## src/rtl/cdb_arbiter.sv

```systemverilog
// Common data bus arbiter: per-source result FIFOs with bypass, round-robin
// selection between ALU and LSB, one registered broadcast per cycle.

module cdb_result_fifo #(
    parameter int WIDTH = 32,
    parameter int DEPTH = 2
) (
    input  logic                     clk,
    input  logic                     rst,
    input  logic                     en,
    input  logic                     flush,
    input  logic                     push,
    input  logic                     pop,
    input  logic [WIDTH-1:0]         wdata,
    output logic [WIDTH-1:0]         head,
    output logic [$clog2(DEPTH):0]   count
);

    localparam int PTR_W = $clog2(DEPTH);
    localparam int CNT_W = PTR_W + 1;

    logic [WIDTH-1:0] mem [DEPTH];
    logic [PTR_W-1:0] rd_ptr;
    logic [PTR_W-1:0] wr_ptr;

    assign head = mem[rd_ptr];

    // Storage carries no reset; occupancy is tracked by the pointers and count.
    always_ff @(posedge clk) begin
        if (!rst && en && !flush && push) begin
            mem[wr_ptr] <= wdata;
        end
    end

    always_ff @(posedge clk) begin
        if (rst) begin
            rd_ptr <= '0;
            wr_ptr <= '0;
            count  <= '0;
        end else if (en) begin
            if (flush) begin
                rd_ptr <= '0;
                wr_ptr <= '0;
                count  <= '0;
            end else begin
                if (push) begin
                    wr_ptr <= wr_ptr + PTR_W'(1);
                end
                if (pop) begin
                    rd_ptr <= rd_ptr + PTR_W'(1);
                end
                count <= count + CNT_W'(push) - CNT_W'(pop);
            end
        end
    end

endmodule

module cdb_arbiter #(
    parameter int DATA_W   = 32,
    parameter int ADDR_W   = 32,
    parameter int ROB_ID_W = 5,
    parameter int DEPTH    = 2
) (
    input  logic                clk,
    input  logic                rst,
    input  logic                rdy,
    input  logic                mispredict,
    input  logic                alu_valid,
    output logic                alu_ready,
    input  logic [ROB_ID_W-1:0] alu_rob_id,
    input  logic [DATA_W-1:0]   alu_value,
    input  logic                alu_jump,
    input  logic [ADDR_W-1:0]   alu_pc_next,
    input  logic                lsb_valid,
    output logic                lsb_ready,
    input  logic [ROB_ID_W-1:0] lsb_rob_id,
    input  logic [DATA_W-1:0]   lsb_value,
    output logic                cdb_valid,
    output logic                cdb_src,
    output logic [ROB_ID_W-1:0] cdb_rob_id,
    output logic [DATA_W-1:0]   cdb_value,
    output logic                cdb_jump,
    output logic [ADDR_W-1:0]   cdb_pc_next
);

    localparam int CNT_W = $clog2(DEPTH) + 1;
    localparam int ALU_W = ROB_ID_W + DATA_W + 1 + ADDR_W;
    localparam int LSB_W = ROB_ID_W + DATA_W;

    localparam logic SRC_ALU = 1'b0;
    localparam logic SRC_LSB = 1'b1;

    logic             active;
    logic             last_grant;

    logic [ALU_W-1:0] alu_in;
    logic [ALU_W-1:0] alu_head;
    logic [ALU_W-1:0] alu_cand_data;
    logic [CNT_W-1:0] alu_count;
    logic             alu_push;
    logic             alu_has_head;
    logic             alu_cand;
    logic             alu_pop;
    logic             alu_wr;

    logic [LSB_W-1:0] lsb_in;
    logic [LSB_W-1:0] lsb_head;
    logic [LSB_W-1:0] lsb_cand_data;
    logic [CNT_W-1:0] lsb_count;
    logic             lsb_push;
    logic             lsb_has_head;
    logic             lsb_cand;
    logic             lsb_pop;
    logic             lsb_wr;

    logic             grant_alu;
    logic             grant_lsb;

    assign active    = rdy && !mispredict;
    assign alu_ready = active && (alu_count < CNT_W'(DEPTH));
    assign lsb_ready = active && (lsb_count < CNT_W'(DEPTH));

    assign alu_in   = {alu_rob_id, alu_value, alu_jump, alu_pc_next};
    assign lsb_in   = {lsb_rob_id, lsb_value};
    assign alu_push = alu_valid && alu_ready;
    assign lsb_push = lsb_valid && lsb_ready;

    assign alu_has_head = (alu_count != '0);
    assign lsb_has_head = (lsb_count != '0);

    // A source with an empty FIFO competes with its incoming entry directly.
    always_comb begin
        alu_cand      = alu_has_head || alu_push;
        lsb_cand      = lsb_has_head || lsb_push;
        alu_cand_data = alu_has_head ? alu_head : alu_in;
        lsb_cand_data = lsb_has_head ? lsb_head : lsb_in;

        grant_alu = active && alu_cand && (!lsb_cand || last_grant == SRC_LSB);
        grant_lsb = active && lsb_cand && !grant_alu;

        alu_pop = grant_alu && alu_has_head;
        lsb_pop = grant_lsb && lsb_has_head;
        alu_wr  = alu_push && !(grant_alu && !alu_has_head);
        lsb_wr  = lsb_push && !(grant_lsb && !lsb_has_head);
    end

    cdb_result_fifo #(
        .WIDTH (ALU_W),
        .DEPTH (DEPTH)
    ) u_alu_fifo (
        .clk   (clk),
        .rst   (rst),
        .en    (rdy),
        .flush (mispredict),
        .push  (alu_wr),
        .pop   (alu_pop),
        .wdata (alu_in),
        .head  (alu_head),
        .count (alu_count)
    );

    cdb_result_fifo #(
        .WIDTH (LSB_W),
        .DEPTH (DEPTH)
    ) u_lsb_fifo (
        .clk   (clk),
        .rst   (rst),
        .en    (rdy),
        .flush (mispredict),
        .push  (lsb_wr),
        .pop   (lsb_pop),
        .wdata (lsb_in),
        .head  (lsb_head),
        .count (lsb_count)
    );

    // Without a grant only cdb_valid drops; payload fields keep the last broadcast.
    always_ff @(posedge clk) begin
        if (rst) begin
            cdb_valid   <= 1'b0;
            cdb_src     <= SRC_ALU;
            cdb_rob_id  <= '0;
            cdb_value   <= '0;
            cdb_jump    <= 1'b0;
            cdb_pc_next <= '0;
            last_grant  <= SRC_ALU;
        end else if (rdy) begin
            if (mispredict) begin
                cdb_valid <= 1'b0;
            end else if (grant_alu) begin
                cdb_valid   <= 1'b1;
                cdb_src     <= SRC_ALU;
                cdb_rob_id  <= alu_cand_data[ALU_W-1 -: ROB_ID_W];
                cdb_value   <= alu_cand_data[ADDR_W+DATA_W : ADDR_W+1];
                cdb_jump    <= alu_cand_data[ADDR_W];
                cdb_pc_next <= alu_cand_data[ADDR_W-1:0];
                last_grant  <= SRC_ALU;
            end else if (grant_lsb) begin
                cdb_valid   <= 1'b1;
                cdb_src     <= SRC_LSB;
                cdb_rob_id  <= lsb_cand_data[LSB_W-1 -: ROB_ID_W];
                cdb_value   <= lsb_cand_data[DATA_W-1:0];
                cdb_jump    <= 1'b0;
                cdb_pc_next <= '0;
                last_grant  <= SRC_LSB;
            end else begin
                cdb_valid <= 1'b0;
            end
        end
    end

endmodule

```

## config.mk

```make
export PLATFORM = sky130hd
export DESIGN_NAME = cdb_arbiter
export DESIGN_NICKNAME = d
export VERILOG_FILES = /design/src/rtl/cdb_arbiter.sv
export SDC_FILE = /design/constraint.sdc
export NUM_CORES = 1
export LEC_CHECK = 0
export CAP_MARGIN = 20
export CORE_MARGIN = 1.5
export CORE_UTILIZATION = 29
export CTS_CLUSTER_SIZE = 20
export DETAILED_ROUTE_END_ITERATION = 12
export DONT_BUFFER_PORTS = 1
export MAX_ROUTING_LAYER = met4
export RECOVER_POWER = 25
export SYNTH_ARGS = -nofsm -noshare
export SYNTH_HDL_FRONTEND = slang
export SYNTH_SLANG_ARGS = --single-unit
```

## constraint.sdc

```tcl
create_clock -name clk -period 7.95 [get_ports clk]
set_clock_uncertainty 0.05 [all_clocks]
set_input_delay 1.1925 -clock clk [delete_from_list [all_inputs] [get_ports clk]]
set_output_delay 1.1925 -clock clk [all_outputs]
set_load 0.1 [all_outputs]
```

Word-level counts from Yosys, hierarchy flattened. Memory sizes are Yosys's and may differ from the RTL's. A register that Yosys moved wholly into a read port is not among the register bits. Cells that the tools add are included.

Register bits: 80. Latch bits: 0. Bits in writable memories: 214. Memory bits (read-only): 0. Input port bits: 113. Output and inout bits: 74. Memories kept: 2.

Memory list: u_alu_fifo.mem (depth 2, bits a word 70, read ports 1, clocked after Yosys merged registers in 1, wr ports 1, line 22) `logic [WIDTH-1:0] mem [DEPTH];`; u_lsb_fifo.mem (depth 2, bits a word 37, read ports 1, clocked after Yosys merged registers in 1, wr ports 1, line 22).

Add/sub/neg operators: 8. Multiply operators: 0. Divide/modulo/power cells: 0. Magnitude comparators: 2. Equal/unequal tests: 0. Shift-type cells: 0. Mux-type cells: 33. Bitwise gates (word level): 1. Reduce and logical (&&, ||, !) cells: 42.

Operators by type and width (number): $mux W32 (4); $mux W70 (1); $mux W37 (1); $mux W1 (23); $logic_and A1 B1 Y1 (19); $reduce_bool A2 Y1 (7); $mux W5 (2); $logic_not A1 Y1 (8); $reduce_and A2 Y1 (4); $add A1 B1 Y1 const B (4); $add A2 B1 Y2 (2); $lt A2 B2 Y1 const B (2); $mux W2 (2); $sub A2 B1 Y2 (2); $logic_or A1 B1 Y1 (3); $reduce_and A3 Y1 (1); $not A1 Y1 (1).

Logic depth before layout (Yosys ltp).
Depth after elaboration: 16. Depth in mapped cells: 12.

Modules after synthesis. From an unflattened synthesis, not the netlist that was laid out.

Cell total of the unflattened synthesis: 807. Area, all modules: 12773.5 um^2.

Modules (own cells, without submodules): cdb_result_fifo at u_alu_fifo (instances 1, cells each 246, area an instance 5291.3 um^2); cdb_arbiter (instances 1, cells each 418, area an instance 4563.1 um^2); cdb_result_fifo at u_lsb_fifo (instances 1, cells each 143, area an instance 2919.0 um^2).

Worst setup path before layout. Ideal clock, no wire load.

Kind: input-to-reg. From: in mispredict. To: mem u_alu_fifo.mem[0][0] (netlist bit) (enable). Library setup time: 583 ps. Arrival: 7960 ps. Slack: -644 ps. Stages on the path: 5. Path through: nand2b_1 -> buf_2 -> nor2_1 -> o211ai_2 -> nor3_1.

Elaborated cells between the ends (all ways): 19.

RTL lines: start, declared (line 68) `input logic mispredict,`; $logic_not A1 Y1 (*) (line 120) `assign active = rdy && !mispredict;`; $logic_and A1 B1 Y1 (*) (line 120); $logic_and A1 B1 Y1 (*) (line 121) `assign alu_ready = active && (alu_count < CNT_W'(DEPTH));`; named net alu_ready (line 70) `output logic alu_ready,`; $logic_and A1 B1 Y1 (*) (line 126) `assign alu_push = alu_valid && alu_ready;`; $logic_or A1 B1 Y1 (line 134) `alu_cand = alu_has_head || alu_push;`; $logic_and A1 B1 Y1 (2 in series) (line 139) `grant_alu = active && alu_cand && (!lsb_cand || last_grant == SRC_LSB);`; $logic_and A1 B1 Y1 (line 144) `alu_wr = alu_push && !(grant_alu && !alu_has_head);`; $logic_not A1 Y1 (line 144); $logic_and A1 B1 Y1 (*) (line 144); $logic_and A1 B1 Y1 (*) (line 30) `if (!rst && en && !flush && push) begin`; $mux W1 (*) (line 30); $mux W1 (implied by the code) (*) (line 31) `mem[wr_ptr] <= wdata;`; end, declared (line 22).

The timed path passes the listed nets; every way through them passes the cells marked *.

Final worst setup path.
From: reg last_grant. To: reg u_lsb_fifo.count[1].

Cells in the longest elaborated chain, start to end: 10. Elaborated cells between the ends (all ways): 11.

RTL lines: start, declared (line 95) `logic last_grant;`; start signal, assigned (line 187) `last_grant <= SRC_ALU;`; start signal, assigned (line 198) `last_grant <= SRC_ALU;`; start signal, assigned (line 206) `last_grant <= SRC_LSB;`; $logic_or A1 B1 Y1 (*) (line 139); $logic_and A1 B1 Y1 (*) (line 139); $logic_not A1 Y1 (*) (line 140) `grant_lsb = active && lsb_cand && !grant_alu;`; $logic_and A1 B1 Y1 (*) (line 140); $logic_and A1 B1 Y1 (line 145) `lsb_wr = lsb_push && !(grant_lsb && !lsb_has_head);`; $logic_not A1 Y1 (line 145); $logic_and A1 B1 Y1 (line 145); $add A2 B1 Y2 (line 52) `count <= count + CNT_W'(push) - CNT_W'(pop);`; $sub A2 B1 Y2 (*) (line 52); $mux W2 (*) (line 41) `if (flush) begin`; end signal, assigned (line 52); end, declared (line 16) `output logic [$clog2(DEPTH):0] count`.

Every way passes the cells marked *; elsewhere a longest branch is shown, timed or not. A chain may end at the register's enable or synchronous reset.

==> qor_table.md <==
| Metric | This run |
|:---|:---|
| Final count of negative-setup-slack endpoints | 0 |
| Largest net degree at the start of global routing | 102 |
| Post-synthesis cell area | 0.01198 mm2 |
| Core region area | 0.04083 mm2 |
| Longest Clk Path Bufs | 3 |
| Cell Chain, Critical Path | o21bai_2, nand4_4, buf_4, and3_1, ha_1, inv_1, ha_1, xor2_1, o21ai_0, a22oi_1, nor2_1 |
| HPWL after DPL | 17.99 mm |
| Vias in the first global route | 7202 |
| Clock root buffer | clkbuf_16 |
| Top library cells by usage in the layout, fill and taps aside | 214 x edfxtp_1, 163 x nor2_1, 96 x mux2i_1, 86 x a21oi_1, 80 x dfxtp_1 |
| CP dominant cell by count | ha_1 |
| Violation count after the first detailed-routing iteration | 414 |
| Post-Synthesis Net Count | 1047 |
| Kind of start point of the critical path | flop |
| Final ANT Viol Nets | 0 |
| CTS tree | built |
| Commonest non-fill, non-tap cell in the layout | edfxtp_1 |
| Inserted Clock Buffers | 35 |
| Prevailing post-synth register cell | edfxtp_1 |
| Width of the die | 206.3 um |
| Placed cell count | 1408 |
| Relative slew slack | 23.11% |
| Gate count after technology mapping | 930 |
| Total global routing overflow | 0 |
| Number of H-tree levels | 2 |
| Starting density of the core | 29.34% |
| Full die area | 0.04254 mm2 |
| Combined area of the multi-input logic cells | 0.003585 mm2 |
| Number of buffers and inverters on the critical path | 2 |
| Unrepaired setup endpoints after global routing | false |
| CP Max Fanout | 63 |
| Fraction of power spent switching nets | 23.58% |
| Sw power | 836.7 uW |
| Register area | 0.008073 mm2 |
| Area after detailed placement | 0.01243 mm2 |
| Remaining DRCs | 0 |
| Power per Cell Area | 260.1 mW/mm2 |
| Total number of vias | 7156 |
| Met3 capacity usage during global routing | 4.462% |
| Sequential element share of the synthesized area | 67.34% |
| N_diodes | 0 |
| Part of the power in combinational logic | 3.1% |
| Number of enable flip-flop cells after synthesis | 214 |
| Total routing usage reported by global routing | 14.05% |
| Syn Area/Cell | 12.88 um2 |
| Relative contribution of the clock network to total power | 45.4% |
| Register share of total power | 51.5% |
| Total number of yosys warnings | 0 |
| Distinct cell type count of the synthesized netlist | 43 |
| Final weighted congestion in routability-driven placement | 0.7818 |
| Crit path capture type | flop |
| LEAKAGE | 4.319 nW |
| Final standard cell utilization of the core | 33.41% |
| Post-CTS setup buffer count | 0 |
| Die height | 206.3 um |
| First-pass iteration count of the detailed router | 4 |
| Final critical path time including I/O delays and setup | 3698 ps |
| Average wire length per cell after detail routing | 19.90 um |
| Type of the setup path with the least slack | reg2reg |
| Nets | 1031 |
| Most crowded layer after global routing | met2 |
| Slowest stage delay, CP | 1080 ps |
| Levels on crit path | 11 |
| Number of synthesized register bits | 296 |
| Global-route track usage on met1 | 17.53% |
| Met2 Usage GRT | 21.06% |
| Final hold vios | 0 |
| Post-route non-filler standard cell count | 1472 |
| Final worst hold slack | 472.3 ps |
| Final design instance area without fill | 0.01364 mm2 |
| Data arrival at the endpoint of the critical path | 4070 ps |
| Async set-or-reset flop fraction in the synthesized netlist | 0% |
| Global-route wire length before repair | 43.55 mm |
| Final-layout setup total negative slack | 0 ps |
| Cells resized by post-CTS repair | 0 |
| Period utilisation layout | 46.51% |
| Hold-critical path depth | 2 |
| I/O Buffers | 0 |
| Total detailed-routing wirelength | 29.29 mm |
| Number of fill cells in the layout | 3980 |
| Count of maximum capacitance violations | 0 |
| Share of cells above drive strength 1 | 11.60% |
| Io pins | 187 |
| Cell Int Power | 2.711 mW |
| CTS clock-pin slew for the worst setup and hold paths | 60 ps |
| Library cell contributing the largest single delay on the critical path | dfxtp_1 |
| Number of cells on the worst reg-to-reg path | 11 |
| Antenna violations before repair | 0 |
| Highest ir drop seen on vdd | 0.1245 mV |
| Via density per instance | 4.861 |
| Cell family with most CP delay | flip-flops |
| Clock network latency to the later pin of the worst-skew pair | 530 ps |
| TritonCTS Sinks | 296 |
| WP data required | 8320 ps |
| Hold Buf Count CTS | 0 |
| Maximum frequency from static timing analysis | 270.4 MHz |
| Max Slew Vio Count | 0 |
| Area grow syn2layout | 13.86% |
| Result of the run | completed |
| Slew at the pin closest to its max-slew limit | 1152 ps |
| Worst Hold Class | reg2reg |
| Count of standard-cell rows | 74 |
tightest hold or removal path, stage by stage (launching register included):
cell	delay [ps]
dfxtp_1	320
xnor2_1	110
nor2_1	50
synthesized netlist by cell type, types with 3 or more instances:
cell type    n  share of area [%]
a211oi_1    33                2.1
a21oi_1     86                3.6
a22oi_1     14               0.88
and2_1       3               0.16
and3_1       5               0.26
buf_2       30                1.3
buf_4       10               0.63
clkbuf_1    21               0.66
dfxtp_1     82                 14
edfxtp_1   214                 54
ha_1         4               0.42
inv_1        6               0.19
mux2_2      22                2.1
mux2i_1     96                8.0
nand2_1     14               0.44
nand2b_1     3               0.16
nand4_1     11               0.57
nor2_1     165                5.2
nor3_1      40                1.7
o211ai_1    11               0.69
o21ai_0      5               0.21
o22ai_1     27                1.4
xor2_1       3               0.22
metal layers:
layer / wire length, um / part of all wire [%]
met5: 0 / 0
met3: 2357 / 8.0
met2: 13210 / 45
met4: 817 / 2.8
met1: 12910 / 44
final cells by class:
class,instances,share of cell area (%)
Multi-Input combinational cell,562,26.28
Sequential cell,296,59.18
Timing Repair Buffer,12,0.8071
Inverter,7,0.1926
Clock inverter,10,0.6053
Clock buffer,53,8.062
Tap cell,532,4.879
through the flow:
stage / setup slack, ps / total power [mW]
2_1_floorplan: 1522 / 1.946
3_3_place_gp: 3706 / 1.969
3_5_place_dp: 3653 / 1.970
4_1_cts: 4227 / 3.605
5_1_grt: 4092 / 3.664
6_report: 4252 / 3.548
flip-flops by register name (all words and copies together) (netlist names), named ones only:
| register | flops |
|---|---|
| u_lsb_fifo.mem | 74 |
| u_lsb_fifo.wr_ptr | 1 |
| u_alu_fifo.count | 2 |
| cdb_rob_id | 5 |
| u_alu_fifo.wr_ptr | 1 |
| u_lsb_fifo.count | 2 |
| cdb_value | 32 |
| cdb_jump | 1 |
| cdb_pc_next | 32 |
| u_alu_fifo.mem | 140 |
| u_alu_fifo.rd_ptr | 1 |
| last_grant | 1 |
| u_lsb_fifo.rd_ptr | 1 |
| cdb_valid | 1 |
kinds of logic (layout without fill, tap and decap cells):
group / Yosys count / after routing / synth area share, %
fa+ha+maj: 4 / 4 / 0.4177
xor+xnor: 4 / 4 / 0.2925
simple gates: 253 / 253 / 9.336
mux: 118 / 118 / 10.09
buf+inv: 72 / 82 / 3.039
compound gates: 183 / 183 / 9.492
flops: 296 / 296 / 67.33
worst paths after layout:
check                                 start                          endpoint  slack, ps
max                 last_grant$_SDFFE_PP0P_  u_lsb_fifo.count[1]$_SDFFE_PP0P_       4250
min          u_lsb_fifo.rd_ptr$_SDFFE_PP0P_                              flop        470
max reg2reg         last_grant$_SDFFE_PP0P_  u_lsb_fifo.count[1]$_SDFFE_PP0P_       4250
min reg2reg  u_lsb_fifo.rd_ptr$_SDFFE_PP0P_                              flop        470
power by group through the flow:
stage          sequential, mW  clock, mW  combinational, mW
2_1_floorplan            1.85          0             0.0933
3_3_place_gp             1.86          0              0.109
3_5_place_dp             1.86          0              0.111
4_1_cts                  1.83       1.67              0.111
5_1_grt                  1.83       1.71              0.124
6_report                 1.83       1.61              0.110
No activity file was read; power rests on OpenSTA's default activity.
